File: src/rtl/wb_arbiter.sv
// Register-file write-back arbiter: merges single-cycle ALU results with queued
// mul/div results and tracks destinations that still have a mul/div in flight.
module wb_arbiter #(
  parameter int unsigned MD_DEPTH     = 2,
  parameter int unsigned STARVE_LIMIT = 4
) (
  input  logic        clk,
  input  logic        rst_n,
  input  logic        alu_valid,
  input  logic [4:0]  alu_rd,
  input  logic [31:0] alu_data,
  input  logic        md_issue,
  input  logic [4:0]  md_issue_rd,
  input  logic        md_valid,
  output logic        md_ready,
  input  logic [4:0]  md_rd,
  input  logic [31:0] md_data,
  output logic        alu_stall,
  output logic        reg_write,
  output logic [4:0]  rd,
  output logic [31:0] wd,
  output logic [31:0] busy_mask,
  output logic        err
);

  localparam int unsigned AW = (MD_DEPTH > 1) ? $clog2(MD_DEPTH) : 1;
  localparam int unsigned CW = $clog2(MD_DEPTH + 1);
  localparam int unsigned SW = $clog2(STARVE_LIMIT + 1);

  logic [4:0]    fifo_rd   [MD_DEPTH];
  logic [31:0]   fifo_data [MD_DEPTH];
  logic [AW-1:0] wr_ptr, rd_ptr;
  logic [CW-1:0] count;
  logic [SW-1:0] starve_cnt;

  logic          fifo_nonempty, push, pop, starve_inc, err_now;
  logic [4:0]    head_rd;
  logic [31:0]   head_data;
  logic [31:0]   busy_set, busy_clr, busy_next;

  assign md_ready      = (count != CW'(MD_DEPTH));
  assign fifo_nonempty = (count != '0);
  assign push          = md_valid && md_ready;
  // Head is only eligible when the ALU path is idle; a same-cycle push never bypasses.
  assign pop           = !alu_valid && fifo_nonempty;
  assign starve_inc    = alu_valid && fifo_nonempty;
  assign head_rd       = fifo_rd[rd_ptr];
  assign head_data     = fifo_data[rd_ptr];

  always_comb begin
    busy_set = '0;
    busy_clr = '0;
    if (md_issue && (md_issue_rd != '0))
      busy_set = 32'(1) << md_issue_rd;
    if (pop && (head_rd != '0))
      busy_clr = 32'(1) << head_rd;
    busy_next = (busy_mask & ~busy_clr) | busy_set;
  end

  always_comb begin
    err_now = 1'b0;
    if (alu_valid && alu_stall)
      err_now = 1'b1;
    if (md_issue && (md_issue_rd != '0) && busy_mask[md_issue_rd] && !busy_clr[md_issue_rd])
      err_now = 1'b1;
    if (push && !busy_mask[md_rd])
      err_now = 1'b1;
  end

  // Storage needs no reset: occupancy is governed entirely by count/pointers.
  always_ff @(posedge clk) begin
    if (push) begin
      fifo_rd[wr_ptr]   <= md_rd;
      fifo_data[wr_ptr] <= md_data;
    end
  end

  always_ff @(posedge clk or negedge rst_n) begin
    if (!rst_n) begin
      wr_ptr     <= '0;
      rd_ptr     <= '0;
      count      <= '0;
      starve_cnt <= '0;
      alu_stall  <= 1'b0;
      reg_write  <= 1'b0;
      rd         <= '0;
      wd         <= '0;
      busy_mask  <= '0;
      err        <= 1'b0;
    end else begin
      if (push)
        wr_ptr <= wr_ptr + AW'(1);
      if (pop)
        rd_ptr <= rd_ptr + AW'(1);
      if (push && !pop)
        count <= count + CW'(1);
      else if (pop && !push)
        count <= count - CW'(1);

      alu_stall <= 1'b0;
      if (pop) begin
        starve_cnt <= '0;
      end else if (starve_inc) begin
        if (starve_cnt == SW'(STARVE_LIMIT - 1)) begin
          starve_cnt <= '0;
          alu_stall  <= 1'b1;
        end else begin
          starve_cnt <= starve_cnt + SW'(1);
        end
      end

      if (alu_valid) begin
        reg_write <= (alu_rd != '0);
        rd        <= alu_rd;
        wd        <= alu_data;
      end else if (pop) begin
        reg_write <= (head_rd != '0);
        rd        <= head_rd;
        wd        <= head_data;
      end else begin
        reg_write <= 1'b0;
      end

      busy_mask <= busy_next;
      if (err_now)
        err <= 1'b1;
    end
  end

endmodule

File: config.mk
export PLATFORM = sky130hd
export DESIGN_NAME = wb_arbiter
export DESIGN_NICKNAME = d
export VERILOG_FILES = /design/src/rtl/wb_arbiter.sv
export SDC_FILE = /design/constraint.sdc
export NUM_CORES = 1
export LEC_CHECK = 0
export CAP_MARGIN = 20
export CORE_MARGIN = 5
export CORE_UTILIZATION = 35
export DETAILED_ROUTE_END_ITERATION = 6
export PLACE_DENSITY = 0.67
export SLEW_MARGIN = 25
export SYNTH_ARGS = -nofsm -noshare
export SYNTH_HDL_FRONTEND = slang
export SYNTH_SLANG_ARGS = --single-unit
File: constraint.sdc
create_clock -name clk -period 6.8 [get_ports clk]
set_input_delay 1.02 -clock clk [delete_from_list [all_inputs] [get_ports clk]]
set_output_delay 1.02 -clock clk [all_outputs]
set_load 0.03 [all_outputs]
# Yosys cells after proc, flatten, opt, wreduce, memory -nomap -nowiden
# Memory sizes are Yosys's and may differ from the RTL's.
# Index checks and enable logic that the tools add are counted.
[word_totals]
ram_bits = 74
mem_count = 2
inputBits = 84
register_bits = 79
[op_classes]
n_reduce_logical = 23
magnitude_cmp = 2
n_mux = 27
n_addsub = 5
shifts = 2
eq_ne = 2
bitwise = 3
[memory_table]
columns = ["name", "words", "width", "rd", "rd_clocked_by_memory_dff", "write_ports", "line", "rtl"]
rows = [
  ["fifo_data", 2, 32, 1, 0, 1, "31", "logic [31:0] fifo_data [MD_DEPTH];"],
  ["fifo_rd", 2, 5, 1, 0, 1, "30", "logic [4:0] fifo_rd [MD_DEPTH];"],
]
[ops]
columns = ["operator", "count"]
rows = [
  ["32-bit two-way mux", 4],
  ["1-bit by 5-bit << shifter with 32-bit output (first input constant)", 2],
  ["32-bit AND", 1],
  ["32-bit inverter", 1],
  ["32-bit OR", 1],
  ["1-bit binary-select mux with 5-bit select", 3],
  ["5-bit nonzero test", 3],
  ["1-bit two-way mux", 13],
  ["5-bit by 6-bit < comparator with 1-bit output (second input constant)", 2],
  ["1-bit logical AND", 11],
  ["5-bit two-way mux", 2],
  ["3-bit two-way mux", 3],
  ["2-bit nonzero test", 4],
  ["1-bit logical NOT", 5],
  ["2-bit two-way mux", 2],
  ["3-bit by 1-bit adder with 3-bit output (second input constant)", 1],
  ["3-bit by 2-bit equality test with 1-bit output (second input constant)", 1],
  ["1-bit adder (second input constant)", 2],
  ["2-bit by 1-bit adder with 2-bit output (second input constant)", 1],
  ["2-bit != test (second input constant)", 1],
  ["2-bit by 1-bit subtractor with 2-bit output (second input constant)", 1],
]

# Longest topological paths before layout
# Gate-level depths: netlist (run 1).
[logic_depth]
depth_word = 10
depth_mapped = 8

# Worst setup path after synthesis (run 1)
# Ideal clock, no wire load.
[synth_path]
kind = "input to register"
start = "input md_valid"
end = "memory fifo_data[0][0], enable pin"
required_time_ns = 6.369
path_stages = 2
setup_ns = 0.431
n_path_buf = 0
setup_slack_ns = 3.685
arrival_ns = 2.683
cell_sequence = "nand2_1 > nor2_1"
[synth_between]
elab_chain_cells = 3
[synth_rtl]
columns = ["element", "line", "rtl"]
rows = [
  ["from (decl)", "14", "input logic md_valid,"],
  ["1-bit logical AND", "43", "assign push = md_valid && md_ready;"],
  ["1-bit two-way mux", "72", "if (push) begin"],
  ["1-bit two-way mux (implied by the code)", "74", "fifo_data[wr_ptr] <= md_data;"],
  ["to (decl)", "31", ""],
]
# Every way passes these cells.

# Worst setup path in the final report (run 1)
[layout_path]
start = "input md_issue_rd[0]"
end = "register err"
[layout_between]
elab_chain_cells = 6
elab_cells_between_ends = 11
[layout_rtl]
columns = ["element", "line", "rtl"]
rows = [
  ["from (decl)", "13", "input logic [4:0] md_issue_rd,"],
  ["1-bit binary-select mux with 5-bit select / 5-bit nonzero test (equally long branches)", "64", "if (md_issue && (md_issue_rd != '0) && busy_mask[md_issue_rd] && !busy_clr[md_issue_rd])"],
  ["1-bit two-way mux (implied by the code) / 1-bit logical AND (equally long branches)", "64", ""],
  ["1-bit logical AND / 1-bit logical NOT (equally long branches)", "64", ""],
  ["1-bit logical AND (*)", "64", ""],
  ["1-bit two-way mux (*)", "64", ""],
  ["1-bit two-way mux (*)", "66", "if (push && !busy_mask[md_rd])"],
  ["to (signal assigned)", "89", "err <= 1'b0;"],
  ["to (signal assigned)", "126", "err <= 1'b1;"],
  ["to (decl)", "23", "output logic err"],
]
# Mark *: on every way between the ends. The rest lies on a longest branch, timed or not. The select of a mux whose other input is x is not followed.
# A chain may end at the register's enable or synchronous reset.

==> key figures, run 1 <==
Run status
  – Outcome: complete, no violations

Pwr
  – Combinational Power Share: 0.396
  – Power Density: 440 mW/mm²
  – Pleak: 0.00365 µW
  – Sw Share: 0.391
  – Max VDD drop: 0.203 mV
  – P_sw: 1670 µW
  – Clock power frac: 0.239
  – Seq pwr share: 0.365
  – Pint: 2590 µW

Clock tree
  – Clock root buffer: clkbuf_16
  – Clock sink count: 153
  – Cts bufs inserted: 17
  – Max clock buf depth: 2
  – CTS Hold Buffers Added: 0
  – Depth of the CTS H-tree: 4
  – Cts repair resizes: 0
  – CTS tree: yes
  – Clock Latency Late Sink: 0.43 ns
  – Clock Pin Slew Worst Setup and Hold Paths: 0.07 ns
  – Setup Buffers After CTS: 0

Detailed routing
  – DRT Pass-1 Iters: 5
  – DR iter-0 viols: 332
  – Final wirelength: 20800 µm
  – Total number of vias: 5655
  – Antenna-violating nets left: 0
  – Routed WL per cell: 19.9 µm
  – Routed vias/inst: 5.41
  – DRC Markers: 0

Yosys
  – Unique masters post-synth: 69
  – Ys async rst share: 0.516
  – Largest area contributor in the netlist: edfxtp_1
  – Most frequent cell after synthesis: o21ai_0
  – Synth Flop Type: dfrtp_1
  – Synth top area cells: edfxtp_1 (30%), dfrtp_1 (27%), o21ai_0 (6.1%)
  – Syn nets: 709
  – Post-synth top area share: 0.305
  – Mapped cell area: 0.00730 mm²
  – Yosys warnings: 0
  – Number of synthesized flops with an enable pin: 74
  – Register area share after synthesis: 0.576
  – Synth cell count leaders: o21ai_0 (89), dfrtp_1 (79), edfxtp_1 (74)
  – Seq cells post-synth: 153
  – Cells after Synth: 623
  – Synthesized area per cell: 11.7 µm²

Global routing
  – Global-route wire length before repair: 32400 µm
  – Vias in the first global route: 5728
  – Largest net degree at the start of global routing: 82
  – Initial antenna violation count: 1
  – Congestion Overflow GR: 0
  – Total GRT Usage: 0.174

STA
  – Fin. max-slew vios: 0
  – Unrepaired setup endpoints after global routing: false
  – Final number of setup-violating endpoints: 0
  – Final TNS setup: 0 ns
  – Final hold vios: 0
  – Tmin final: 3.47 ns
  – Worst slew pin tran: 1.06 ns
  – Final WS setup: 3.33 ns
  – Clk_skew: 0.0109 ns
  – Slew headroom: 0.293
  – Final worst path period share: 0.511
  – Achievable clock frequency: 0.288 GHz

Die
  – Ports: 157
  – Die ar.: 0.0238 mm²
  – Placeable core region: 0.0204 mm²
  – Die X: 154 µm
  – Die Y: 154 µm
  – Starting Density: 0.358
  – Rows: 52

Placement
  – Final HPWL DP: 14400 µm
  – Placed Area: 0.00903 mm²
  – Port Buf Inserts: 156
  – Pre-CTS setup slack: 2.82 ns
  – GP Congestion: 0.937

Final layout
  – Final net count: 849
  – Final Cell Area: 0.00967 mm²
  – Share of layout cells above drive strength 1: 0.110
  – Ant diodes: 0
  – Reg area: 0.00420 mm²
  – P&R area growth vs syn: 32.5%
  – Area of the multi-input gates: 0.00287 mm²
  – Fillers: 1864

Critical path
  – CP required: 7.10 ns
  – Crit-path max FO: 20
  – Setup crit end kind: flip-flop
  – Setup Crit Path Kind: in -> reg
  – CP startpoint kind: input pin
  – CP Cell Sequence: clkdlybuf4s50_1 > nor3b_1 > o21ai_0 > o2111ai_1 > a22oi_1 > a221oi_2 > o31ai_1
  – Arr. time, crit path: 3.77 ns
  – Worst path max stage delay: 1.11 ns
  – Delay-heaviest family, CP: buffers and inverters
  – Worst path slowest cell: clkdlybuf4s50_1
  – Critical path buffers and inverters: 1

Job
  – Max Cap Viol: 0

Min path
  – HP Class: reg -> reg
## cell usage in the layout (no fill, tap or decap), drive strengths merged, types with 3 or more instances in the layout
| cell | instances |
|---|---|
| a21oi | 38 |
| a221oi | 3 |
| a22o | 9 |
| a31oi | 6 |
| a32oi | 3 |
| and3 | 6 |
| buf | 7 |
| bufinv | 3 |
| clkbuf | 18 |
| clkdlybuf4s50 | 154 |
| clkinv | 5 |
| dfrtp | 79 |
| edfxtp | 74 |
| inv | 13 |
| mux2 | 3 |
| mux2i | 37 |
| mux4 | 18 |
| nand2 | 71 |
| nand2b | 5 |
| nand3 | 13 |
| nor2 | 46 |
| nor2b | 4 |
| nor3 | 8 |
| nor3b | 5 |
| nor4 | 3 |
| nor4b | 3 |
| o211ai | 5 |
| o21ai | 90 |
| o22ai | 3 |
| or2 | 4 |
| xnor2 | 5 |
## cells by family (layout without fill, tap and decap cells)
family | after synthesis | count (layout) | share of synthesized area
muxes | 58 | 58 | 0.112
and+or+nand+nor | 182 | 182 | 0.127
DFF | 153 | 153 | 0.576
adders and majority gates | 2 | 2 | 0.00343
AOI/OAI and AO/OA | 173 | 173 | 0.141
buffers and inverters | 48 | 201 | 0.0329
xor gates and xnor gates | 7 | 7 | 0.00840
## state kept, by name (all words and copies together) (netlist names)
name,flops
alu_stall,1
busy_mask,32
count,2
err,1
fifo_data,64
fifo_rd,10
rd,5
rd_ptr,1
reg_write,1
starve_cnt,3
wd,32
wr_ptr,1
## layer usage
metal | GRT usage | wire [µm]
met1 | 0.230 | 8910
met2 | 0.274 | 9570
met3 | 0.0620 | 2000
met4 | 0.0479 | 335
met5 | 0 | 13
## final cells by class
cell class / count / share of cell area
clock inverters: 14 / 0.0215
inverters: 8 / 0.00311
flip-flops and latches: 153 / 0.434
clock buffers: 18 / 0.0444
repair buffers: 161 / 0.165
multi-input cells: 422 / 0.297
well taps: 270 / 0.0349
## worst register-to-register path, delay by kind of cell (launching register included)
kind,cells,cell delay (ns)
AOI/OAI and AO/OA,5,1.23
buffers and inverters,1,0.54
DFF,1,1.06
and+or+nand+nor,1,0.15
## final timing paths
kind / to / cells after the start / slack (ns) / start
worst min register to register: busy_mask[0] / 0 / 0.42 / busy_mask[0]
min in group asynchronous: reg_write / 1 / 0.54 / rst_n
worst max register to register: err / 7 / 3.73 / rd_ptr
worst max-delay path: err / 7 / 3.33 / md_issue_rd[0]
max in group asynchronous: rd_ptr / 2 / 5.21 / rst_n
worst min-delay path: busy_mask[0] / 0 / 0.42 / busy_mask[0]
## per-stage QoR
stage | utilization | hold WS (ns) | instances | total power (µW)
after floorplan | - | 0.454 | 623 | 2590
after global placement | 0.444 | 0.403 | 1014 | 3260
after detailed placement | 0.444 | 0.416 | 1014 | 3270
after CTS | 0.475 | 0.424 | 1046 | 4290
after global routing | 0.475 | 0.463 | 1046 | 4480
final | 0.475 | 0.423 | 1046 | 4260
## power groups by stage
| stage | Clock [µW] | Combinational [µW] | Sequential, µW |
|---|---|---|---|
| 2_1_floorplan | 0 | 819 | 1770 |
| 3_3_place_gp | 0 | 1690 | 1570 |
| 3_5_place_dp | 0 | 1700 | 1570 |
| 4_1_cts | 1030 | 1710 | 1550 |
| 5_1_grt | 1070 | 1820 | 1590 |
| 6_report | 1020 | 1690 | 1550 |
Note: power is estimated with default switching activity, not from simulation.
==> inputs of run 2 (changes only) <==
PLACE_DENSITY = 0.69   (was 0.67)
clock period = 3.1 ns   (was 6.8 ns; I/O delays follow)
==> run 2 against run 1 <==
Non-clock buffer count up 16. Critical path type is now reg -> reg. First-iteration DRC count up 12%. Combinational power up 130%. Highest routed layer unchanged. Sequential cell count did not move.
==> key figures, run 2 (synthesis results as in run 1) <==
Pwr
  – Max VDD drop: 0.442 mV
  – Pleak: 0.00372 µW
  – Power Density: 959 mW/mm²
  – PnR Total Power: 9400 µW

Critical path
  – Delay-heaviest family, CP: compound AO/OA/AOI/OAI gates
  – Setup Crit Path Kind: reg -> reg
  – Setup crit end kind: flip-flop
  – Crit-path max FO: 24
  – Critical path buffers and inverters: 1
  – CP Cell Sequence: buf_4 > nor3b_1 > o211ai_1 > o21ai_0 > nand4_1 > a221oi_2 > o31ai_1
  – Arr. time, crit path: 2.79 ns
  – CP startpoint kind: flip-flop
  – Worst path max stage delay: 0.60 ns
  – Worst path slowest cell: dfrtp_2
  – CP required: 3.40 ns

Detailed routing
  – Antenna-violating nets left: 0
  – Final wirelength: 21200 µm
  – DR iter-0 viols: 373
  – DRT Pass-1 Iters: 5
  – Total number of vias: 5680
  – Routed vias/inst: 5.35
  – DRC Markers: 0
  – Routed WL per cell: 20.0 µm

STA
  – Achievable clock frequency: 0.402 GHz
  – Worst slew pin tran: 0.717 ns
  – Final hold vios: 0
  – Tmin final: 2.49 ns
  – Unrepaired setup endpoints after global routing: false
  – Slew headroom: 0.522
  – Final worst path period share: 0.803
  – Clk_skew: 0.0105 ns
  – Final WS setup: 0.610 ns
  – Worst hold slack: 0.0552 ns
  – Final number of setup-violating endpoints: 0
  – Final TNS setup: 0 ns
  – Fin. max-slew vios: 0

Die
  – Die X: 154 µm
  – Rows: 52
  – Placeable core region: 0.0204 mm²
  – Starting Density: 0.358
  – Ports: 157
  – Die ar.: 0.0238 mm²
  – Die Y: 154 µm

Placement
  – Pre-CTS setup slack: 0.473 ns
  – Port Buf Inserts: 156
  – Final HPWL DP: 15400 µm
  – Placed Area: 0.00919 mm²
  – GP Congestion: 0.928

Global routing
  – Initial antenna violation count: 2
  – Congestion Overflow GR: 0
  – Total GRT Usage: 0.180
  – Largest net degree at the start of global routing: 81
  – Global-route wire length before repair: 33300 µm
  – Vias in the first global route: 5791

Final layout
  – Top reg by flops: fifo_data
  – Most common cell after layout, fill and taps aside: clkdlybuf4s50_1
  – P&R area growth vs syn: 34.4%
  – Fillers: 1841
  – Commonest cells after routing, fill and taps aside: clkdlybuf4s50_1 (154), o21ai_0 (89), dfrtp_1 (78)
  – Ant diodes: 0
  – Final net count: 865
  – Final Cell Area: 0.00980 mm²
  – Share of layout cells above drive strength 1: 0.128
  – Regs by FF count: fifo_data: 64 flops, busy_mask: 32 flops, wd: 32 flops
  – Max reg flops: 64

Min path
  – HP Class: in -> async

Run status
  – Outcome: complete, no violations

Clock tree
  – Cts bufs inserted: 17
  – Depth of the CTS H-tree: 4
  – Cts repair resizes: 0
  – CTS Hold Buffers Added: 0
  – CTS tree: yes
  – Clock Pin Slew Worst Setup and Hold Paths: 0.07 ns
  – Clock Latency Late Sink: 0.43 ns
  – Setup Buffers After CTS: 0
  – Max clock buf depth: 2
  – Clock sink count: 153
  – Clock root buffer: clkbuf_16

Job
  – Max Cap Viol: 0
## run 2: worst register-to-register path, delay by kind of cell (launching register included)
kind,cells,cell delay [ns]
AO/OA/AOI/OAI,4,0.92
flip-flops,1,0.60
buffers and inverters,1,0.30
AND/OR/NAND/NOR,2,0.56
## run 2: area by class of cell
type / instances / area (µm²) / area share
Inverter: 8 / 30.0 / 0.00306
Timing Repair Buffer: 177 / 1750 / 0.178
Tap cell: 270 / 338 / 0.0345
Clock buffer: 17 / 425 / 0.0434
Clock inverter: 15 / 188 / 0.0191
Sequential cell: 153 / 4200 / 0.428
Multi-Input combinational cell: 422 / 2870 / 0.293
## run 2: worst paths after layout
path,start,to,slack [ns],cells past startpoint
worst max-delay path,rd_ptr,err,0.61,7
worst min-delay path,rst_n,busy_mask[14],0.06,1
worst max register to register,rd_ptr,err,0.61,7
worst min register to register,busy_mask[0],busy_mask[0],0.44,0
max in group asynchronous,rst_n,wd[22],2.34,2
min in group clk,busy_mask[0],busy_mask[0],0.44,0
## run 2: layer usage
layer / routed length, µm / vias up / part of all wire / track usage
li1: - / 2640 / - / -
met1: 8920 / 2732 / 0.42 / 0.236
met2: 9810 / 259 / 0.46 / 0.281
met3: 1930 / 45 / 0.091 / 0.0556
met4: 529 / 4 / 0.025 / 0.0669
met5: 27 / - / 0.0013 / 0
## run 2: report_power, final
part	leakage [µW]	internal, µW	switching (µW)
combinational	0.00179	1650	2180
sequential	0.00164	2800	589
clock	0.000287	1280	906
## run 2: through the flow
stage                     cells  utilization
final                      1062        0.481
after global routing       1062        0.481
after CTS                  1062        0.481
after detailed placement   1030        0.451
after global placement     1030        0.451
after floorplan             623            -
==> patch: new RTL, config.mk and constraints of run 2 <==
Put one more register stage on the output `err`. The value now appears one clock later. The other outputs are not delayed to match.
--- a/src/rtl/wb_arbiter.sv
+++ b/src/rtl/wb_arbiter.sv
@@ -28,2 +28,4 @@
   localparam int unsigned SW = $clog2(STARVE_LIMIT + 1);
+
+  logic err_s0;
 
@@ -88,3 +90,3 @@
       busy_mask  <= '0;
-      err        <= 1'b0;
+      err_s0     <= 1'b0;
     end else begin
@@ -125,4 +127,8 @@
       if (err_now)
-        err <= 1'b1;
+        err_s0 <= 1'b1;
     end
+  end
+
+  always_ff @(posedge clk) begin
+    err <= err_s0;
   end
Function: changed (Yosys sat finds a counterexample within 4 cycles, from zero or initial values and one cycle with rst_n low).
==> patch against run 2 <==
  * Wire length fell by 2.6%
  * Worst setup slack better by 0.054 ns
  * Via count fell by 1.1%
  * Die area increased by 0.26%
  * Final area decreased by 0.37%
  * Combinational power shrank 2%
  * Sequential cell count is 1 higher
  * Core utilization down 0.33 points
  * Area after synthesis increased by 0.27%
  * Clock power is 6% lower
  * Power down 1.8%
  * Critical path depth is 1 lower
  * Fmax up 2.2%
==> patch: results <==
metrics = {
    "synth": {
        "avgSynthCellArea_um2": 11.72,
        "syn-num-nets": 710,
        "synth-seq-area-share": 0.5767,
        "synthMuxAreaShare": 0.1117,
        "synthTopCellsByArea": "edfxtp_1 30%, dfrtp_1 27%, o21ai_0 6.1%",
        "async_reset_ff_frac": 0.5130,
        "synth_cell_types": 70,
        "synthXorXnorAreaFrac": 0.008380,
        "synth_compound_area_frac": 0.1406,
        "synthAdderAreaFrac": 0.003421,
    },
    "sta": {
        "slew_headroom": 0.5286,
        "finClkSkew_ns": 0.01387,
        "fin_crit_sh": 0.7859,
        "finalHoldWorstSlack_ns": 0.05808,
    },
    "clock_network": {
        "cts-buffers-inserted": 17,
        "clkLatencyLatePin_ns": 0.43,
        "ctsResizeCount": 0,
        "postCtsSetupBuffers": 0,
        "clock_path_buffers": 2,
    },
    "placed_design": {
        "dp_cells": 1027,
        "hpwl_um": 15340,
        "place_ws_ns": 0.4626,
        "placed_area_um2": 9183,
        "routabilityCongestion": 0.8991,
    },
    "global_routing": {
        "antenna_found_initial": 0,
        "grt_pass1_vias": 5650,
        "grt_pass1_wl_um": 32530,
        "grt_start_max_net_pins": 81,
        "track_usage": 0.1744,
    },
    "route": {
        "vias": 5615,
        "wire_per_inst_um": 19.52,
        "drtIter0Drc": 525,
        "vias_per_cell": 5.302,
    },
    "worst_setup_path": {
        "reg2reg_depth": 6,
        "path_delay_family": "flip-flops",
        "slowest_stage": "dfrtp_4",
        "critPathKind": "reg2reg",
        "worstPathMaxFanout": 39,
        "critPathMaxStageDelay_ns": 0.69,
        "critPathCapture": "err_s0",
    },
    "power": {
        "peakVddDrop_v": 0.0004425,
        "leakage_nw": 3.711,
        "switching_share": 0.3951,
    },
    "finish": {
        "nFillCells": 1869,
        "drive_above_1_share": 0.1217,
        "num-nets-final": 862,
    },
    "worst_hold_path": {
        "hold_path_class": "in2async",
    },
    "outcome": {
        "status": "completed",
    },
}
## patch: cell count changes after synthesis
cell     delta
dfxtp_1     +1
## patch: power by group through the flow
stage	Clock [mW]	Combinational [mW]	Sequential [mW]
after floorplan	0	1.80	3.90
after global placement	0	3.78	3.44
after detailed placement	0	3.80	3.44
after CTS	2.11	3.82	3.40
after global routing	2.20	4.06	3.49
final	2.06	3.77	3.40
## patch: cell type report
cell class              count  area, µm²  area share
clock inverters            15      158.9     0.01627
multi-input cells         422       2873      0.2941
inverters                   8      30.03    0.003075
flip-flops and latches    154       4223      0.4324
repair buffers            173       1719      0.1760
well taps                 270      337.8     0.03459
clock buffers              17      425.4     0.04356
## patch: routing by layer
metal	part of all wire	vias up	track usage
li1	-	2639	-
met3	0.068	19	0.05197
met4	0.012	0	0.04542
met5	0	-	0
met2	0.49	194	0.2914
met1	0.43	2763	0.2227
